**src/rtl/weight_stream_buffer_pkg.sv**
```systemverilog
// Shared helpers for the weight stream buffer: frame-length derivation.
package weight_stream_buffer_pkg;

  // Beats per frame; never below one, so a single-beat frame has every beat marked last.
  function automatic int frame_beats(input int tensor_size, input int par_dim_0);
    return (tensor_size / par_dim_0 < 1) ? 1 : tensor_size / par_dim_0;
  endfunction

endpackage

```
**src/rtl/weight_stream_fifo_mem.sv**
```systemverilog
// Beat storage for the weight stream buffer: one write port, asynchronous head read.
module weight_stream_fifo_mem #(
  parameter int DEPTH     = 4,
  parameter int NUM_LANES = 1,
  parameter int VEC_W     = 16,
  parameter int PTR_W     = $clog2(DEPTH)
) (
  input  logic                            clk,
  input  logic                            we,
  input  logic [PTR_W-1:0]                waddr,
  input  logic [NUM_LANES-1:0][VEC_W-1:0] wdata,
  input  logic [PTR_W-1:0]                raddr,
  output logic [NUM_LANES-1:0][VEC_W-1:0] rdata
);

  logic [NUM_LANES-1:0][VEC_W-1:0] mem [DEPTH];

  // Storage needs no reset: occupancy gates whether the head is meaningful.
  always_ff @(posedge clk) begin
    if (we) mem[waddr] <= wdata;
  end

  assign rdata = mem[raddr];

endmodule

```
**src/rtl/weight_stream_buffer.sv**
```systemverilog
// Rate-decoupling FIFO between the weight ROM stream and the matmul stage,
// tagging each output beat with last-of-frame and a frame index.
module weight_stream_buffer
  import weight_stream_buffer_pkg::*;
#(
  parameter int WEIGHT_PRECISION_0       = 16,
  parameter int WEIGHT_TENSOR_SIZE_DIM_0 = 32,
  parameter int WEIGHT_PARALLELISM_DIM_0 = 1,
  parameter int WEIGHT_PARALLELISM_DIM_1 = 1,
  parameter int FIFO_DEPTH               = 4,
  parameter int FRAME_WIDTH              = 8,
  parameter int NUM_LANES                = WEIGHT_PARALLELISM_DIM_0 * WEIGHT_PARALLELISM_DIM_1,
  parameter int OCC_W                    = $clog2(FIFO_DEPTH) + 1
) (
  input  logic                          clk,
  input  logic                          rst,
  input  logic [WEIGHT_PRECISION_0-1:0] data_in [NUM_LANES],
  input  logic                          data_in_valid,
  output logic                          data_in_ready,
  output logic [WEIGHT_PRECISION_0-1:0] data_out [NUM_LANES],
  output logic                          data_out_valid,
  input  logic                          data_out_ready,
  output logic                          data_out_last,
  output logic [FRAME_WIDTH-1:0]        data_out_frame,
  output logic [OCC_W-1:0]              occupancy
);

  localparam int OUT_DEPTH = frame_beats(WEIGHT_TENSOR_SIZE_DIM_0, WEIGHT_PARALLELISM_DIM_0);
  localparam int PTR_W     = $clog2(FIFO_DEPTH);
  localparam int BEAT_W    = $clog2(OUT_DEPTH) + 1;
  localparam logic [BEAT_W-1:0] LAST_BEAT = BEAT_W'(OUT_DEPTH - 1);
  localparam logic [OCC_W-1:0]  FULL      = OCC_W'(FIFO_DEPTH);

  logic [PTR_W-1:0]  wr_ptr, rd_ptr;
  logic [BEAT_W-1:0] out_beat;
  logic              push, pop;
  logic [NUM_LANES-1:0][WEIGHT_PRECISION_0-1:0] wr_beat, rd_beat;

  // Ready comes from registered occupancy only, so it never combinationally depends on the consumer.
  assign data_in_ready  = (occupancy != FULL);
  assign data_out_valid = (occupancy != '0);
  assign data_out_last  = data_out_valid && (out_beat == LAST_BEAT);
  assign push           = data_in_valid && data_in_ready;
  assign pop            = data_out_valid && data_out_ready;

  for (genvar l = 0; l < NUM_LANES; l++) begin : g_lane
    assign wr_beat[l]  = data_in[l];
    assign data_out[l] = rd_beat[l];
  end

  weight_stream_fifo_mem #(
    .DEPTH     (FIFO_DEPTH),
    .NUM_LANES (NUM_LANES),
    .VEC_W     (WEIGHT_PRECISION_0),
    .PTR_W     (PTR_W)
  ) u_mem (
    .clk   (clk),
    .we    (push),
    .waddr (wr_ptr),
    .wdata (wr_beat),
    .raddr (rd_ptr),
    .rdata (rd_beat)
  );

  always_ff @(posedge clk) begin
    if (rst) begin
      wr_ptr         <= '0;
      rd_ptr         <= '0;
      occupancy      <= '0;
      out_beat       <= '0;
      data_out_frame <= '0;
    end else begin
      if (push) wr_ptr <= wr_ptr + PTR_W'(1);
      if (pop)  rd_ptr <= rd_ptr + PTR_W'(1);
      case ({push, pop})
        2'b10:   occupancy <= occupancy + OCC_W'(1);
        2'b01:   occupancy <= occupancy - OCC_W'(1);
        default: occupancy <= occupancy;
      endcase
      // Frame bookkeeping follows consumed beats, not accepted ones.
      if (pop) begin
        if (out_beat == LAST_BEAT) begin
          out_beat       <= '0;
          data_out_frame <= data_out_frame + FRAME_WIDTH'(1);
        end else begin
          out_beat <= out_beat + BEAT_W'(1);
        end
      end
    end
  end

endmodule

```
**config.mk**
```make
export PLATFORM = sky130hd
export DESIGN_NAME = weight_stream_buffer
export DESIGN_NICKNAME = d
export VERILOG_FILES = /design/src/rtl/weight_stream_buffer_pkg.sv /design/src/rtl/weight_stream_fifo_mem.sv /design/src/rtl/weight_stream_buffer.sv
export SDC_FILE = /design/constraint.sdc
export NUM_CORES = 1
export LEC_CHECK = 0
export CAP_MARGIN = 15
export CORE_UTILIZATION = 50
export CTS_CLUSTER_DIAMETER = 40
export CTS_CLUSTER_SIZE = 30
export DETAILED_ROUTE_END_ITERATION = 10
export GPL_TIMING_DRIVEN = 0
export PLACE_DENSITY = 0.83
export SLEW_MARGIN = 10
export SYNTH_ARGS = -nofsm -noshare
export SYNTH_HDL_FRONTEND = slang
export SYNTH_SLANG_ARGS = --single-unit
```
**constraint.sdc**
```tcl
create_clock -name clk -period 2.9 [get_ports clk]
set_input_delay 0.435 -clock clk [delete_from_list [all_inputs] [get_ports clk]]
set_output_delay 0.435 -clock clk [all_outputs]
set_load 0.01 [all_outputs]
```
==> results by group, run 1 <==
Run status
  • Status: finished, violations left
  • Failing checks: design-rule violations

Critical path
  • Worst Path Required: 2470 ps
  • Reg2reg start: occupancy[2]
  • Worst Setup End Kind: primary output
  • Worst R2R Path Depth: 9
  • RR Endpoint: occupancy[2]
  • CP Max Fanout: 10
  • R2r setup slk: 400 ps
  • Critical path arrival: 2270 ps
  • Critical path type: register to primary output
  • Critical Path Source Type: register

Synth
  • Synthesized flop and latch total: 87
  • Syn Inst Count: 209
  • Cell variety after synth: 31
  • Mapped Nets: 237
  • Seq/Total Area, Yosys: 69.7%
  • Avg Cell Area, Syn: 16.4 um^2
  • Warnings from Yosys: 0
  • Mapped Area: 3420 um^2

Worst hold path
  • Min-Delay Startpoint: out_beat[1]
  • Hold Crit Endpoint: out_beat[1]
  • Hold depth: 2
  • Hold/Removal Path Class: register to register

Drt
  • Detail Route Antenna Nets: 0
  • Routed vias/inst: 5.38
  • Vias: 1888
  • Routed WL per cell: 16.5 um
  • DR DRC count: 3
  • DRT Wirelength: 5790 um
  • Drt first-iter violations: 91
  • DR pass1 iterations: 9

Die
  • Die width: 84.7 um
  • Core area: 6460 um^2
  • FP Rows: 29
  • Die area: 7170 um^2
  • DIE HEIGHT: 84.7 um
  • Total I/O pin count: 50
  • Initial cell density of the core: 52.9%

Timing
  • Max-slew violation count: 0
  • Final WS setup: 192 ps
  • Final setup viols: 0
  • Relative slew slack: 43.9%
  • Final min period: 2710 ps
  • Highest attainable clock frequency: 369 MHz
  • Final period utilization: 93.4%
  • RSZ-0062 raised after global routing: no
  • Setup_tns: 0 ps
  • Worst slew pin tran: 841 ps
  • Final Hold Fails: 0
  • Clock skew: 8.71 ps

Clock network
  • Sink Count: 87
  • CTS tree: built
  • Root Buffer: clkbuf_8
  • Post-cts repair resize count: 0
  • Postcts setup bufs: 0
  • Worst-Skew Late Latency: 340 ps
  • Worst-path clk slew: 80 ps
  • Hold buffer count at CTS: 0
  • Htree depth: 3
  • CTS buffer count: 9
  • Longest Clk Path Bufs: 2

Global route
  • Initial antenna violation count: 0
  • Largest net degree at the start of global routing: 17
  • GRT overflow: 0
  • First-pass GRT wire length: 9210 um
  • GRT Total Usage: 17.2%
  • Vias in the first global route: 1844

Cells and area
  • Commonest non-fill, non-tap cell in the layout: edfxtp_1
  • Area grow syn2layout: 23.4%
  • Share of cells above drive strength 1: 14.2%
  • Ant diodes: 0
  • Most frequent cells in the layout: edfxtp_1, clkdlybuf4s50_1, dfxtp_1
  • Final Net Count: 297
  • Fill count: 474
  • Final core occ: 65.3%

Run
  • Max-Cap Viols: 0

Placement
  • IO Port Bufs: 49
  • Worst slack, placed: 348 ps
  • Routability Congestion: 0.737
  • Detailed placement HPWL: 3850 um

Power
  • PD cells: 788 nW/um^2
  • Lkg Pwr: 1.43 nW
  • Peak VDD IR: 0.402 mV
-- power by group --
group / leakage (nW) / switching (W) / internal, W
clock network: 0.0988 / 0.000402 / 0.000447
logic: 0.556 / 0.000418 / 0.000503
registers: 0.774 / 0.0000749 / 0.00148
-- worst max-delay path by stage --
stage | from | end | slack [ps] | cells past startpoint
after floorplan | occupancy[2] | occupancy[2] | 480 | 9
after global placement | data_out_ready | occupancy[2] | 340 | 9
after detailed placement | data_out_ready | occupancy[2] | 350 | 9
after CTS | register | data_out[8] | 0.3 | 4
after global routing | register | data_out[8] | 60 | 4
final | register | data_out[8] | 190 | 4
-- routing by layer --
metal,vias up,routed length (um),GRT usage (%)
met5,-,0,0
met4,0,42,5.08
met3,4,307,5.01
met2,53,2770,27.0
met1,922,2670,23.5
li1,909,-,-
-- final cells by class --
class                   instances  area (um^2)  area share (%)
clock buffers                  12          155            3.68
plain buffers                   6         28.8           0.682
clock inverters                 4         53.8            1.28
inverters                       8         30.0           0.712
multi-input cells             108          982            23.3
well taps                      77         96.3            2.28
flip-flops and latches         87         2380            56.5
repair buffers                 49          490            11.6
-- synth_stat cells --
library cell	count	area, um^2
a21oi_1	7	35.0
a311oi_1	1	8.76
and2_1	1	6.26
and3_1	6	37.5
and3b_1	1	8.76
buf_2	2	10.0
clkbuf_1	4	15.0
clkinv_1	1	3.75
dfxtp_1	23	460
edfxtp_1	64	1920
fa_1	1	20.0
ha_1	7	87.6
inv_1	7	26.3
mux2_2	2	22.5
mux2i_1	2	20.0
mux4_2	16	360
nand2_1	11	41.3
nand3_1	2	10.0
nand4_1	2	12.5
nand4_4	1	21.3
nor2_1	19	71.3
nor2b_1	3	18.8
nor3_1	4	20.0
nor4_1	1	6.26
o21ai_0	4	20.0
o31ai_4	1	21.3
or3_1	4	25.0
or3b_1	1	8.76
or4_4	1	11.3
xnor2_1	4	35.0
xor2_1	6	52.6
-- registers in the layout (all words and copies together), names as in the netlist, named ones only --
name and cells:
u_mem.mem 64, data_out_frame 8, out_beat 6, occupancy 3, rd_ptr 2, wr_ptr 2
-- cell families (layout without fill, tap and decap cells) --
logic type	count (synthesis)	count (layout)	share of synthesized area, %
flops	87	87	69.7
simple gates	57	57	8.75
mux	20	20	11.8
buf+inv	14	79	1.61
compound gates	13	13	2.49
xor+xnor	10	10	2.56
fa+ha+maj	8	8	3.15
-- worst max-delay path, cell delays in order, from the launching register on --
cell and delay (ps):
dfxtp_1 320, buf_2 240, clkbuf_4 320, mux4_2 560, clkdlybuf4s50_1 490
-- per-stage QoR --
step,area (um^2),instances,hold WS [ps],power [W]
2_1_floorplan,3420,209,453,0.00210
3_3_place_gp,4010,335,465,0.00248
3_5_place_dp,4010,335,471,0.00251
4_1_cts,4220,351,483,0.00335
5_1_grt,4220,351,526,0.00349
6_report,4220,351,480,0.00333
Note: power is estimated with default switching activity, not from simulation.
==> inputs of run 2 (changes only) <==
--- a/config.mk
+++ b/config.mk
@@ -11,8 +11,9 @@
 export CTS_CLUSTER_SIZE = 30
 export DETAILED_ROUTE_END_ITERATION = 10
 export GPL_TIMING_DRIVEN = 0
-export PLACE_DENSITY = 0.83
+export PLACE_DENSITY = 0.84
 export SLEW_MARGIN = 10
 export SYNTH_ARGS = -nofsm -noshare
 export SYNTH_HDL_FRONTEND = slang
+export SYNTH_HIERARCHICAL = 1
 export SYNTH_SLANG_ARGS = --single-unit
==> run 2 against run 1 <==
The flow still finishes with violations (design-rule violations); synthesized area is 1.5% lower; largest cell class unchanged; total power grew 0.55%; utilization about the same.
==> results by group, run 2 <==
Run status
  • Status: finished, violations left
  • Failing checks: design-rule violations

Cells and area
  • Footprint of the multi-input gates: 961 um^2 (-2.2%)
  • Area grow syn2layout: 24.5%
  • Regs by FF count: u_mem/mem: 64 flops, data_out_frame: 8 flops, out_beat: 6 flops
  • Register area: 2340 um^2 (-1.7%)
  • Ant diodes: 0 (unchanged)
  • Commonest non-fill, non-tap cell in the layout: edfxtp_1
  • Largest Register: u_mem/mem
  • Final Net Count: 286 (-3.7%)
  • Share of cells above drive strength 1: 14.2% (about the same)
  • Final core occ: 65.3% (about the same)
  • Most frequent cells in the layout: edfxtp_1, clkdlybuf4s50_1, dfxtp_1
  • Fill count: 458 (-3.4%)
  • Max FFs per register: 64 (unchanged)

Timing
  • Setup_tns: 0 ps (unchanged)
  • RSZ-0062 raised after global routing: no
  • Final setup viols: 0 (unchanged)
  • Relative slew slack: 41.1% (-2.8 points)
  • Final min period: 2520 ps (-192 ps)
  • Clock skew: 7.61 ps (-1.09 ps)
  • Max-slew violation count: 0 (unchanged)
  • Hold slack: 487 ps (+6.46 ps)
  • Final WS setup: 384 ps (+192 ps)
  • Worst slew pin tran: 884 ps (+42.4 ps)
  • Final period utilization: 86.8% (-6.6 points)
  • Highest attainable clock frequency: 397 MHz (+7.6%)
  • Final Hold Fails: 0 (unchanged)

Critical path
  • Worst Setup End Kind: primary output
  • Critical-path top delay cell: mux4_2
  • Crit path buffers/inverters: 3 (unchanged)
  • Crit path largest cell delay: 520 ps (-40 ps)
  • Worst Path Required: 2470 ps (about the same)
  • Critical path arrival: 2080 ps (-190 ps)
  • Critical path type: register to primary output
  • CP Max Fanout: 10 (unchanged)
  • Cell Chain, Critical Path: buf_6, buf_12, mux4_2, clkdlybuf4s50_1
  • Critical Path Source Type: register
  • Top Family by Delay on Critical Path: buffers and inverters

Clock network
  • Root Buffer: clkbuf_8
  • Worst-path clk slew: 80 ps (about the same)
  • CTS buffer count: 9 (unchanged)
  • Sink Count: 85 (-2.3%)
  • Htree depth: 3 (unchanged)
  • Hold buffer count at CTS: 0 (unchanged)
  • Worst-Skew Late Latency: 350 ps (about the same)
  • Post-cts repair resize count: 0 (unchanged)
  • Longest Clk Path Bufs: 2 (unchanged)
  • Postcts setup bufs: 0 (unchanged)
  • CTS tree: built

Synth
  • Syn Inst Count: 200 (-4.3%)
  • Xor-xnor portion of the synthesized cell area: 3.38% (+0.82 points)
  • Avg Cell Area, Syn: 16.8 um^2 (+3.0%)
  • Post-synth EDFFs: 64 (unchanged)
  • Main flop type after synthesis: edfxtp_1
  • Warnings from Yosys: 6 (+6)
  • Dominant cell type by area after synthesis: edfxtp_1
  • Post-synthesis adder-cell area fraction: 1.71% (-1.4 points)
  • Seq/Total Area, Yosys: 69.5% (-0.15 points)
  • Mapped Area: 3370 um^2 (-1.5%)
  • Mux cell area share after synthesis: 12.0% (+0.18 points)
  • Count leader, synth: edfxtp_1
  • Cells taking the most area after synthesis: edfxtp_1, dfxtp_1, mux4_2
  • Top cells by count, synth: edfxtp_1, dfxtp_1, nor2_1, mux4_2, nand2_1
  • Top-area cell type share of the netlist area: 57.0% (+0.83 points)
  • Mapped Nets: 224 (-5.5%)
  • Cell variety after synth: 37 (+19%)
  • Largest family of logic cells by synthesized area: multiplexers
  • Synth Area in Compound Gates: 2.93% (+0.45 points)
  • Ys async rst share: 0% (unchanged)
  • Synthesized flop and latch total: 85 (-2.3%)
  • Post-Synth Simple-Gate Area: 8.39% (-0.35 points)

Placement
  • Worst slack, placed: 309 ps (-39.0 ps)
  • Routability Congestion: 0.752 (+2.0%)
  • Detailed placement HPWL: 3870 um (+0.53%)
  • IO Port Bufs: 49 (unchanged)

Worst hold path
  • Hold/Removal Path Class: register to register

Global route
  • First-pass GRT wire length: 9740 um (+5.7%)
  • Vias in the first global route: 1964 (+6.5%)
  • Largest net degree at the start of global routing: 17 (unchanged)
  • GRT Total Usage: 18.2% (+1.0 points)
  • GRT overflow: 0 (unchanged)
  • Initial antenna violation count: 0 (unchanged)

Die
  • Initial cell density of the core: 52.5% (-0.48 points)
  • DIE HEIGHT: 84.1 um (-0.72%)
  • Total I/O pin count: 50 (unchanged)
  • Die width: 84.1 um (-0.72%)
  • Core area: 6420 um^2 (-0.56%)
  • Die area: 7070 um^2 (-1.4%)
  • FP Rows: 29 (unchanged)

Drt
  • DRT Wirelength: 5810 um (+0.38%)
  • Vias: 1932 (+2.3%)
  • Routed vias/inst: 5.62 (+4.4%)
  • Detail Route Antenna Nets: 0 (unchanged)
  • DR pass1 iterations: 7 (-2)
  • Routed WL per cell: 16.9 um (+2.4%)
  • Drt first-iter violations: 76 (-16%)
  • DR DRC count: 12 (+9)

Power
  • Peak VDD IR: 0.441 mV (+9.7%)
  • PD cells: 797 nW/um^2 (+1.1%)
  • Final Total Pwr: 0.00334 W (+0.55%)
  • Lkg Pwr: 1.39 nW (-2.8%)

Run
  • Max-Cap Viols: 0 (unchanged)
==> run 2: cell types whose count changed after synthesis, moves of 4 or more <==
cell / previous run / this run
and3_1: 6 / 1
ha_1: 7 / 3
mux4_1: 0 / 6
mux4_2: 16 / 10
==> run 2: power by group <==
group / internal, W / switching, W / leakage, nW
registers: 0.00144 / 0.0000763 / 0.758
logic: 0.000536 / 0.000404 / 0.524
clock network: 0.000480 / 0.000404 / 0.107
total: 0.00246 / 0.000884 / 1.39
==> run 2: final timing paths <==
path / to / slack, ps / start / cells past startpoint
worst max-delay path: data_out[10] / 380 / rd_ptr[0] / 4
worst min-delay path: out_beat[1] / 490 / out_beat[1] / 2
worst max register to register: occupancy[2] / 460 / occupancy[2] / 8
worst min register to register: out_beat[1] / 490 / out_beat[1] / 2
==> run 2: per-layer routing <==
layer / vias up / wire length, um / global-route usage, %
met2: 56 / 2800 / 29.2
met1: 959 / 2600 / 23.6
met3: 10 / 331 / 5.24
met5: - / 0 / 0
met4: 0 / 79 / 6.90
li1: 907 / - / -
==> run 2: logic make-up (layout without fill, tap and decap cells) <==
family                   count (synthesis)  count (layout)
flip-flops                              85              85
buffers and inverters                   12              79
adder cells (fa/ha/maj)                  4               4
multiplexers                            18              18
AND/OR/NAND/NOR                         54              54
XOR/XNOR                                13              13
AO/OA/AOI/OAI                           14              14
==> run 2: through the flow <==
step                cell area, um^2  std cells
CTS                            4190        344
detailed placement             3980        328
finish                         4190        344
floorplan                      3370        200
global placement               3960        326
global route                   4190        344
==> run 2: worst reg2reg max path: stages, from the launching register on <==
cell	delay, ps
dfxtp_1	480
or3b_2	520
nand2_1	140
ha_1	200
inv_1	60
fa_1	380
xor2_1	160
or3_1	300
a21oi_1	140
==> run 2: cell type report <==
cell class | count | area share, %
plain buffers | 7 | 1.25
clock buffers | 9 | 2.95
clock inverters | 7 | 2.15
inverters | 5 | 0.447
multi-input cells | 103 | 22.9
flip-flops and latches | 85 | 55.8
well taps | 77 | 2.30
repair buffers | 51 | 12.1
